**src/rtl/multdiv32.sv**
```systemverilog
`default_nettype none
// ============================================================================
// Module   : multdiv32
// Purpose  : Iterative 32-bit multiply/divide unit with HI/LO result registers.
//            mult/multu use shift-add (one multiplier bit per cycle); div/divu
//            use restoring division (one quotient bit per cycle). Signed ops
//            work on magnitudes and apply the sign in a final FIX cycle.
//            mthi/mtlo write HI/LO directly when the unit is idle.
// Ports    : clock           - single clock, rising edge
//            rst_n           - asynchronous active-low reset
//            MD_start        - one-cycle request strobe
//            Function_opcode - operation select (mult/multu/div/divu/mthi/mtlo)
//            Read_data_1     - rs: multiplicand / dividend / mthi-mtlo source
//            Read_data_2     - rt: multiplier / divisor
//            Busy            - high while an iterative operation is in flight
//            Done            - one-cycle pulse when HI/LO take a mult/div result
//            HI, LO          - registered result registers
// Revision : 1.0 - initial release
// ============================================================================
module multdiv32 (
  input  logic        clock,
  input  logic        rst_n,
  input  logic        MD_start,
  input  logic [5:0]  Function_opcode,
  input  logic [31:0] Read_data_1,
  input  logic [31:0] Read_data_2,
  output logic        Busy,
  output logic        Done,
  output logic [31:0] HI,
  output logic [31:0] LO
);

  localparam logic [5:0] c_op_mult  = 6'b011000;
  localparam logic [5:0] c_op_multu = 6'b011001;
  localparam logic [5:0] c_op_div   = 6'b011010;
  localparam logic [5:0] c_op_divu  = 6'b011011;
  localparam logic [5:0] c_op_mthi  = 6'b010001;
  localparam logic [5:0] c_op_mtlo  = 6'b010011;
  localparam logic [5:0] c_last_cnt = 6'd31;

  typedef enum logic [1:0] {
    S_IDLE = 2'd0,
    S_RUN  = 2'd1,
    S_FIX  = 2'd2
  } state_t;

  state_t      r_state;
  state_t      w_state_nxt;

  logic [5:0]  r_cnt;
  logic [31:0] r_opd;     // multiplicand magnitude or divisor magnitude
  logic [31:0] r_acc_hi;  // partial product high / partial remainder
  logic [31:0] r_acc_lo;  // multiplier bits / dividend bits then quotient
  logic        r_is_div;
  logic        r_neg_q;   // negate product or quotient at FIX
  logic        r_neg_r;   // negate remainder at FIX (dividend sign)
  logic        r_dz;      // divisor was zero
  logic        r_done;
  logic [31:0] r_hi;
  logic [31:0] r_lo;

  // --------------------------------------------------------------------------
  // Request decode
  // --------------------------------------------------------------------------
  logic        w_is_mul;
  logic        w_is_div;
  logic        w_is_signed;
  logic        w_go;
  logic        w_a_neg;
  logic        w_b_neg;
  logic [31:0] w_a_abs;
  logic [31:0] w_b_abs;

  assign w_is_mul    = (Function_opcode == c_op_mult) || (Function_opcode == c_op_multu);
  assign w_is_div    = (Function_opcode == c_op_div)  || (Function_opcode == c_op_divu);
  assign w_is_signed = (Function_opcode == c_op_mult) || (Function_opcode == c_op_div);
  assign w_go        = (r_state == S_IDLE) && MD_start && (w_is_mul || w_is_div);
  assign w_a_neg     = w_is_signed && Read_data_1[31];
  assign w_b_neg     = w_is_signed && Read_data_2[31];
  assign w_a_abs     = w_a_neg ? (32'd0 - Read_data_1) : Read_data_1;
  assign w_b_abs     = w_b_neg ? (32'd0 - Read_data_2) : Read_data_2;

  // --------------------------------------------------------------------------
  // Iteration step
  // --------------------------------------------------------------------------
  // Shift-add: add multiplicand when the current multiplier bit is set, then
  // shift the 65-bit {carry, hi, lo} right by one.
  logic [32:0] w_mul_sum;
  assign w_mul_sum = {1'b0, r_acc_hi} + (r_acc_lo[0] ? {1'b0, r_opd} : 33'd0);

  // Restoring divide: the shifted partial remainder can be 33 bits wide.
  logic [32:0] w_div_shift;
  logic [32:0] w_div_trial;
  logic        w_div_ge;
  assign w_div_shift = {r_acc_hi, r_acc_lo[31]};
  assign w_div_ge    = (w_div_shift >= {1'b0, r_opd});
  assign w_div_trial = w_div_shift - {1'b0, r_opd};

  // --------------------------------------------------------------------------
  // Final sign correction
  // --------------------------------------------------------------------------
  logic [63:0] w_prod;
  logic [63:0] w_prod_fix;
  logic [31:0] w_quo_fix;
  logic [31:0] w_rem_fix;
  logic [31:0] w_res_hi;
  logic [31:0] w_res_lo;

  assign w_prod     = {r_acc_hi, r_acc_lo};
  assign w_prod_fix = r_neg_q ? (64'd0 - w_prod) : w_prod;
  // With a zero divisor every trial subtract succeeds, so the remainder path
  // ends holding |dividend|; restoring its sign returns the original operand.
  assign w_quo_fix  = r_dz ? 32'hFFFF_FFFF : (r_neg_q ? (32'd0 - r_acc_lo) : r_acc_lo);
  assign w_rem_fix  = r_neg_r ? (32'd0 - r_acc_hi) : r_acc_hi;
  assign w_res_hi   = r_is_div ? w_rem_fix : w_prod_fix[63:32];
  assign w_res_lo   = r_is_div ? w_quo_fix : w_prod_fix[31:0];

  // --------------------------------------------------------------------------
  // FSM
  // --------------------------------------------------------------------------
  always_ff @(posedge clock or negedge rst_n) begin
    if (!rst_n) begin
      r_state <= S_IDLE;
    end else begin
      r_state <= w_state_nxt;
    end
  end

  always_comb begin
    w_state_nxt = r_state;
    case (r_state)
      S_IDLE:  if (w_go) w_state_nxt = S_RUN;
      S_RUN:   if (r_cnt == c_last_cnt) w_state_nxt = S_FIX;
      S_FIX:   w_state_nxt = S_IDLE;
      default: w_state_nxt = S_IDLE;
    endcase
  end

  // --------------------------------------------------------------------------
  // Datapath
  // --------------------------------------------------------------------------
  always_ff @(posedge clock or negedge rst_n) begin
    if (!rst_n) begin
      r_cnt    <= 6'd0;
      r_opd    <= 32'd0;
      r_acc_hi <= 32'd0;
      r_acc_lo <= 32'd0;
      r_is_div <= 1'b0;
      r_neg_q  <= 1'b0;
      r_neg_r  <= 1'b0;
      r_dz     <= 1'b0;
      r_done   <= 1'b0;
      r_hi     <= 32'd0;
      r_lo     <= 32'd0;
    end else begin
      r_done <= 1'b0;
      case (r_state)
        S_IDLE: begin
          if (w_go) begin
            r_cnt    <= 6'd0;
            r_is_div <= w_is_div;
            r_neg_q  <= w_a_neg ^ w_b_neg;
            r_neg_r  <= w_a_neg;
            r_dz     <= w_is_div && (Read_data_2 == 32'd0);
            r_acc_hi <= 32'd0;
            r_opd    <= w_is_div ? w_b_abs : w_a_abs;
            r_acc_lo <= w_is_div ? w_a_abs : w_b_abs;
          end else if (MD_start && (Function_opcode == c_op_mthi)) begin
            r_hi <= Read_data_1;
          end else if (MD_start && (Function_opcode == c_op_mtlo)) begin
            r_lo <= Read_data_1;
          end
        end
        S_RUN: begin
          r_cnt <= r_cnt + 6'd1;
          if (r_is_div) begin
            if (w_div_ge) begin
              r_acc_hi <= w_div_trial[31:0];
              r_acc_lo <= {r_acc_lo[30:0], 1'b1};
            end else begin
              r_acc_hi <= w_div_shift[31:0];
              r_acc_lo <= {r_acc_lo[30:0], 1'b0};
            end
          end else begin
            r_acc_hi <= w_mul_sum[32:1];
            r_acc_lo <= {w_mul_sum[0], r_acc_lo[31:1]};
          end
        end
        S_FIX: begin
          r_hi   <= w_res_hi;
          r_lo   <= w_res_lo;
          r_done <= 1'b1;
        end
        default: ;
      endcase
    end
  end

  assign Busy = (r_state != S_IDLE);
  assign Done = r_done;
  assign HI   = r_hi;
  assign LO   = r_lo;

endmodule
`default_nettype wire
```
**config.mk**
```make
export PLATFORM = sky130hd
export DESIGN_NAME = multdiv32
export DESIGN_NICKNAME = d
export VERILOG_FILES = /design/src/rtl/multdiv32.sv
export SDC_FILE = /design/constraint.sdc
export NUM_CORES = 1
export LEC_CHECK = 0
export ABC_AREA = 1
export BUFFER_PORTS_ARGS = -buffer_cell sky130_fd_sc_hd__buf_2
export CAP_MARGIN = 20
export CORE_MARGIN = 10
export CORE_UTILIZATION = 46
export DETAILED_ROUTE_END_ITERATION = 7
export GPL_ROUTABILITY_DRIVEN = 1
export PLACE_DENSITY = 0.7
export SLEW_MARGIN = 30
export SYNTH_ARGS = -nofsm -noshare
export SYNTH_HDL_FRONTEND = slang
export SYNTH_SLANG_ARGS = --single-unit
```
**constraint.sdc**
```tcl
create_clock -name clock -period 3 [get_ports clock]
set_clock_uncertainty 0.15 [all_clocks]
set_input_delay 0 -clock clock [delete_from_list [all_inputs] [get_ports clock]]
set_output_delay 0 -clock clock [all_outputs]
set_load 0.02 [all_outputs]
```
# Yosys cells after proc, flatten, opt, wreduce, memory -nomap -nowiden
# Cells that the tools add are included.
# word_totals
out_inout_bits	66
inputBits	73
ff_bits	173
wordCells	90
# classes
reduce_logical	21
add_sub_neg	8
mux	32
eq_ne	15
magnitude_cmp	1
n_bitwise	1
# op_table
op	n
two-way mux 32 bit	20
case mux 32 bit (2 select lines)	4
subtractor 1 x 32 -> 32 bit (first input constant)	4
two-way mux 64 bit	1
subtractor 1 x 64 -> 64 bit (first input constant)	1
== test 6 x 5 -> 1 bit (second input constant)	7
adder 32 x 32 -> 33 bit	1
greater-or-equal comparator 33 x 32 -> 1 bit	1
logical NOT 32 bit	1
subtractor 32 bit	1
case mux 6 bit (2 select lines)	1
!= test 2 bit (second input constant)	4
logical AND 1 bit	7
adder 6 x 1 -> 6 bit (second input constant)	1
two-way mux 6 bit	1
AND reduction 2 bit	3
nonzero test 2 bit	3
logical OR 1 bit	4
two-way mux 2 bit	2
!= test 2 x 1 -> 1 bit (second input constant)	2
case mux 2 bit (2 select lines)	1
AND reduction 4 bit	1
AND reduction 3 bit	1
== test 2 x 1 -> 1 bit (second input constant)	1
4 further kinds	5

# Logic depth before layout (Yosys ltp)
# depth
word_depth	7
ltp_mapped	20
mapped_depth_nobuf	18

# Worst setup path before layout
# OpenSTA, ideal clock, no wires.
# synth_timing
path_kind	register -> register
start	reg r_acc_lo[0]
end	reg r_acc_hi[29]
stages_incl_launch_ff	20
period_less_slack_ps	2633
setup_time_ps	116
arrival_ps	2367
t_required_ps	2734
slack_ps	367
n_path_buf	2
cell_sequence	dfrtp_1 -> buf_2 -> clkbuf_1 -> nand2_1 -> inv_1 -> ha_1 -> inv_1 -> fa_1 -> nor2_1 -> nor2_1 -> o21ai_0 -> nand2_1 -> nand2_1 -> nand2_1 -> nand3_1 -> nand3_1 -> nand2_1 -> inv_1 -> nand2_1 -> nand2_1
# synth_between
elab_chain_len	4
# synth_lines
element	line_no	text
start, declared	53	logic [31:0] r_acc_lo;
start signal, assigned	167	r_acc_lo <= w_is_div ? w_a_abs : w_b_abs;
start signal, assigned	179	r_acc_lo <= {r_acc_lo[30:0], 1'b1};
start signal, assigned	182	r_acc_lo <= {r_acc_lo[30:0], 1'b0};
two-way mux 32 bit	89	assign w_mul_sum = {1'b0, r_acc_hi} + (r_acc_lo[0] ? {1'b0, r_opd} : 33'd0);
adder 32 x 32 -> 33 bit	89	
two-way mux 32 bit	176	if (r_is_div) begin
case mux 32 bit (2 select lines)	157	case (r_state)
end signal, assigned	178	r_acc_hi <= w_div_trial[31:0];
end signal, assigned	181	r_acc_hi <= w_div_shift[31:0];
end signal, assigned	185	r_acc_hi <= w_mul_sum[32:1];
end, declared	52	logic [31:0] r_acc_hi;
# No other way between the ends.
# A chain may end at the register's enable or synchronous reset.

# Final worst setup path
# layout_timing
start	reg r_acc_lo[0]
end	reg r_acc_hi[16]
# Same word-level chain as after synthesis.

==> flow_metrics.env <==
export IMPL_worstHoldPathType="input port to flop"
export IMPL_power_internal_mw=8.07
export IMPL_violations="negative hold slack"
export IMPL_ant_nets=0
export IMPL_die_area_um2=48800
export IMPL_grt_pass1_wl_um=126000
export IMPL_antenna_cells=0
export IMPL_cts_sinks=173
export IMPL_crit_path_start_kind="flop"
export IMPL_p_comb_share_pct=65.9
export IMPL_fin_area_um2=21600
export IMPL_multiInputGateArea_um2=12100
export IMPL_whs_ns=-0.00554
export IMPL_layout_min_cycle_time_ns=2.87
export IMPL_gp_congestion=1.05
export IMPL_crit_path_max_incr_delay_ns=0.41
export IMPL_grt_overflow=0
export IMPL_ios=139
export IMPL_critPathMostFrequentCell="nand2_1"
export IMPL_first_global_vias=21161
export IMPL_r2r_slack_ns=0.13
export IMPL_mostFrequentLayoutCell="nand2_1"
export IMPL_routed_wirelength_um=83700
export IMPL_p_per_area_nw_per_um2=851
export IMPL_tightest_slew_ns=0.870
export IMPL_root_buffer="clkbuf_16"
export IMPL_die_h_um=221
export IMPL_clockPowerShare_pct=12.2
export IMPL_drv_slew=0
export IMPL_r2r_end="r_acc_hi[16]$_DFFE_PN0P_"
export IMPL_criticalPathCategory="flop to flop"
export IMPL_layout_worst_path_cycle_share_pct=95.8
export IMPL_async_flop_share_pct=100
export IMPL_synthFlopType="dfrtp_1"
export IMPL_max_slew_margin_pct=42.0
export IMPL_hold_viol_final=2
export IMPL_ir_drop_mv=0.450
export IMPL_min_to="r_state[0]$_DFFE_PN0P_"
export IMPL_yosysSeqAreaShare_pct=23.3
export IMPL_status="complete, but fails checks"
export IMPL_synthesis_area_um2=18600
export IMPL_cts_reportedPaths_clkPinSlew_ns=0.08
export IMPL_drc_errors=0
export IMPL_p_sw_share_pct=56.1
export IMPL_critPathMaxFanout=8
export IMPL_wire_per_inst_um=20.8
export IMPL_die_width_um=221
export IMPL_synth_edf_count=0
export IMPL_initialDrtViolationCount=3162
export IMPL_reg2reg_depth=15
export IMPL_final_core_util_pct=54.3
export IMPL_postSynthAreaPerCell_um2=5.69
export IMPL_drv_cap=0
export IMPL_syn2layout_area_growth_pct=16.4
export IMPL_nNetsFinal=3629
export IMPL_syn_nets=3406
export IMPL_nFillCells=4297
export IMPL_initial_core_util_pct=46.6
export IMPL_drive_gt1_share_pct=9.81
export IMPL_syn_inst=3262
export IMPL_num_vias=22974
export IMPL_hp_start="MD_start"
export IMPL_core_um2=39800
export IMPL_layoutNonFillerInstCount=4023
export IMPL_htreeDepth=4
export IMPL_pwr_share_seq_pct=21.8
export IMPL_antenna_found_initial=2
export IMPL_grt_util_all_layers_pct=32.8
export IMPL_ys_types=47
export IMPL_portBuffers=138
export IMPL_cts_inserted_buffers=17
export IMPL_seqCellArea_um2=4330
export IMPL_yosysWarnings=0
export IMPL_rsz0062_at_grt="yes"
export IMPL_firstDrtPassIters=7
export IMPL_clock_latency_ns=0.47
export IMPL_rr_startpoint="r_acc_lo[0]$_DFFE_PN0P_"
export IMPL_worstPathRequired_ns=3.21
export IMPL_ys_ff_latch=173
export IMPL_clockBufferDepth=2
export IMPL_path_cells="buf_4, nand2_1, inv_1, ha_2, nand2_1, inv_1, nand2_1, nor3_1, nand2_1, nand2_1, nand2_1, nand3_1, nand3_1, nand3_1, nand2_1"
export IMPL_whs_path_depth=6
export IMPL_dp_hpwl_um=67400
export IMPL_grt_max_degree=83
export IMPL_fmax_mhz=348
export IMPL_p_leak_nw=11.5
export IMPL_cpMaxStageDelayCell="dfrtp_1"
export IMPL_cp_end_kind="flop"
export IMPL_critPathArrivalTime_ns=3.08
export IMPL_power_switching_mw=10.3
export IMPL_layout_common_cells="nand2_1 (979), nor2_1 (451), inv_1 (444)"
export IMPL_cts_tree="built"
export IMPL_dpl_cell_area_um2=20200
export IMPL_place_inst=3909
export IMPL_finalSetupViolCount=0
export IMPL_vias_per_cell=5.71
export IMPL_rows=73
## power by group through the flow
stage	sequential, mW	combinational (mW)	clock (mW)
floorplan	4.22	7.09	0
global placement	3.97	11.6	0
detailed placement	3.98	11.6	0
CTS	3.95	11.7	2.23
global route	4.07	13.2	2.33
finish	4.02	12.1	2.25
## timing repair
action / 4_1_cts / 5_1_grt
hold buffers: 80 / 0
resized for setup: 0 / 11
endpoints found under the hold margin: 172 / 0
buffers inserted: 0 / 2
endpoints found under the setup margin: 0 / 13
## worst max-delay path: cells and delay by family, from the launching register on
family	cells	cell delay, ns
simple gates	11	1.41
flops	1	0.41
fa+ha+maj	1	0.40
buf+inv	3	0.38
## area by class of cell
class / count / share of cell area, %
timing repair buffer: 310 / 10.4
tap: 525 / 3.04
clock inverter: 14 / 0.602
clock buffer: 18 / 1.99
sequential: 173 / 20.0
inverter: 464 / 8.06
multi-input combinational: 2519 / 55.9
## worst max-delay path by stage
stage,from,to,slack (ns)
6_report,r_acc_lo[0]$_DFFE_PN0P_,r_acc_hi[16]$_DFFE_PN0P_,0.13
5_1_grt,r_acc_lo[0]$_DFFE_PN0P_,r_acc_hi[22]$_DFFE_PN0P_,-0.04
4_1_cts,r_acc_lo[0]$_DFFE_PN0P_,r_acc_hi[22]$_DFFE_PN0P_,0.13
3_5_place_dp,r_acc_lo[0]$_DFFE_PN0P_,r_acc_hi[22]$_DFFE_PN0P_,0.15
3_3_place_gp,r_acc_lo[0]$_DFFE_PN0P_,r_acc_hi[22]$_DFFE_PN0P_,0.18
2_1_floorplan,r_acc_lo[0]$_DFFE_PN0P_,r_acc_hi[29]$_DFFE_PN0P_,0.37
## registers in the layout, summed over array words and instances, names as in the netlist
name	count
r_acc_hi	32
HI	32
r_is_div	1
r_neg_q	1
r_dz	1
Done	1
LO	32
r_acc_lo	32
r_neg_r	1
r_cnt	6
r_opd	32
r_state	2
## stage by stage
stage                     setup TNS [ns]  total power, mW  setup WS [ns]
after floorplan                        0             11.3          0.367
after global routing             -0.0395             19.7        -0.0365
after global placement                 0             15.5          0.182
after detailed placement               0             15.5          0.153
after CTS                              0             17.9          0.135
final                                  0             18.4          0.127
## cells in the mapped netlist, types with 10 or more instances
cell / count / share of area [%]
ha_1: 69 / 4.7
xnor2_1: 10 / 0.47
xor2_1: 44 / 2.1
o211ai_1: 26 / 1.1
dfrtp_1: 173 / 23
nor3_1: 27 / 0.73
buf_2: 34 / 0.92
nand3_1: 354 / 9.5
nand2_1: 981 / 20
inv_2: 16 / 0.32
nand3b_1: 19 / 0.77
o221ai_1: 15 / 0.71
clkbuf_1: 54 / 1.1
nor2_2: 18 / 0.61
o21ai_1: 14 / 0.38
buf_1: 11 / 0.22
nand4_1: 38 / 1.3
nor2_1: 457 / 9.2
a22oi_1: 12 / 0.49
inv_1: 447 / 9.0
o21ai_0: 160 / 4.3
a21oi_1: 200 / 5.4
## per-layer routing
metal / up-vias / wire (um) / GRT usage, %
li1: 10883 / - / -
met1: 10462 / 33800 / 42.8
met2: 1385 / 35100 / 48.7
met3: 242 / 9810 / 8.63
met4: 2 / 4940 / 17.4
met5: - / 13 / 0
## kinds of logic (layout without fill, tap and decap cells)
| kind of cell | after synthesis | count (layout) | share of synthesized area [%] |
|---|---|---|---|
| XOR/XNOR | 54 | 54 | 2.55 |
| buffers and inverters | 570 | 806 | 11.9 |
| AO/OA/AOI/OAI | 461 | 461 | 13.7 |
| AND/OR/NAND/NOR | 1933 | 1933 | 43.6 |
| adder cells (fa/ha/maj) | 71 | 71 | 4.87 |
| flip-flops | 173 | 173 | 23.3 |
(Power assumes the default switching activity.)
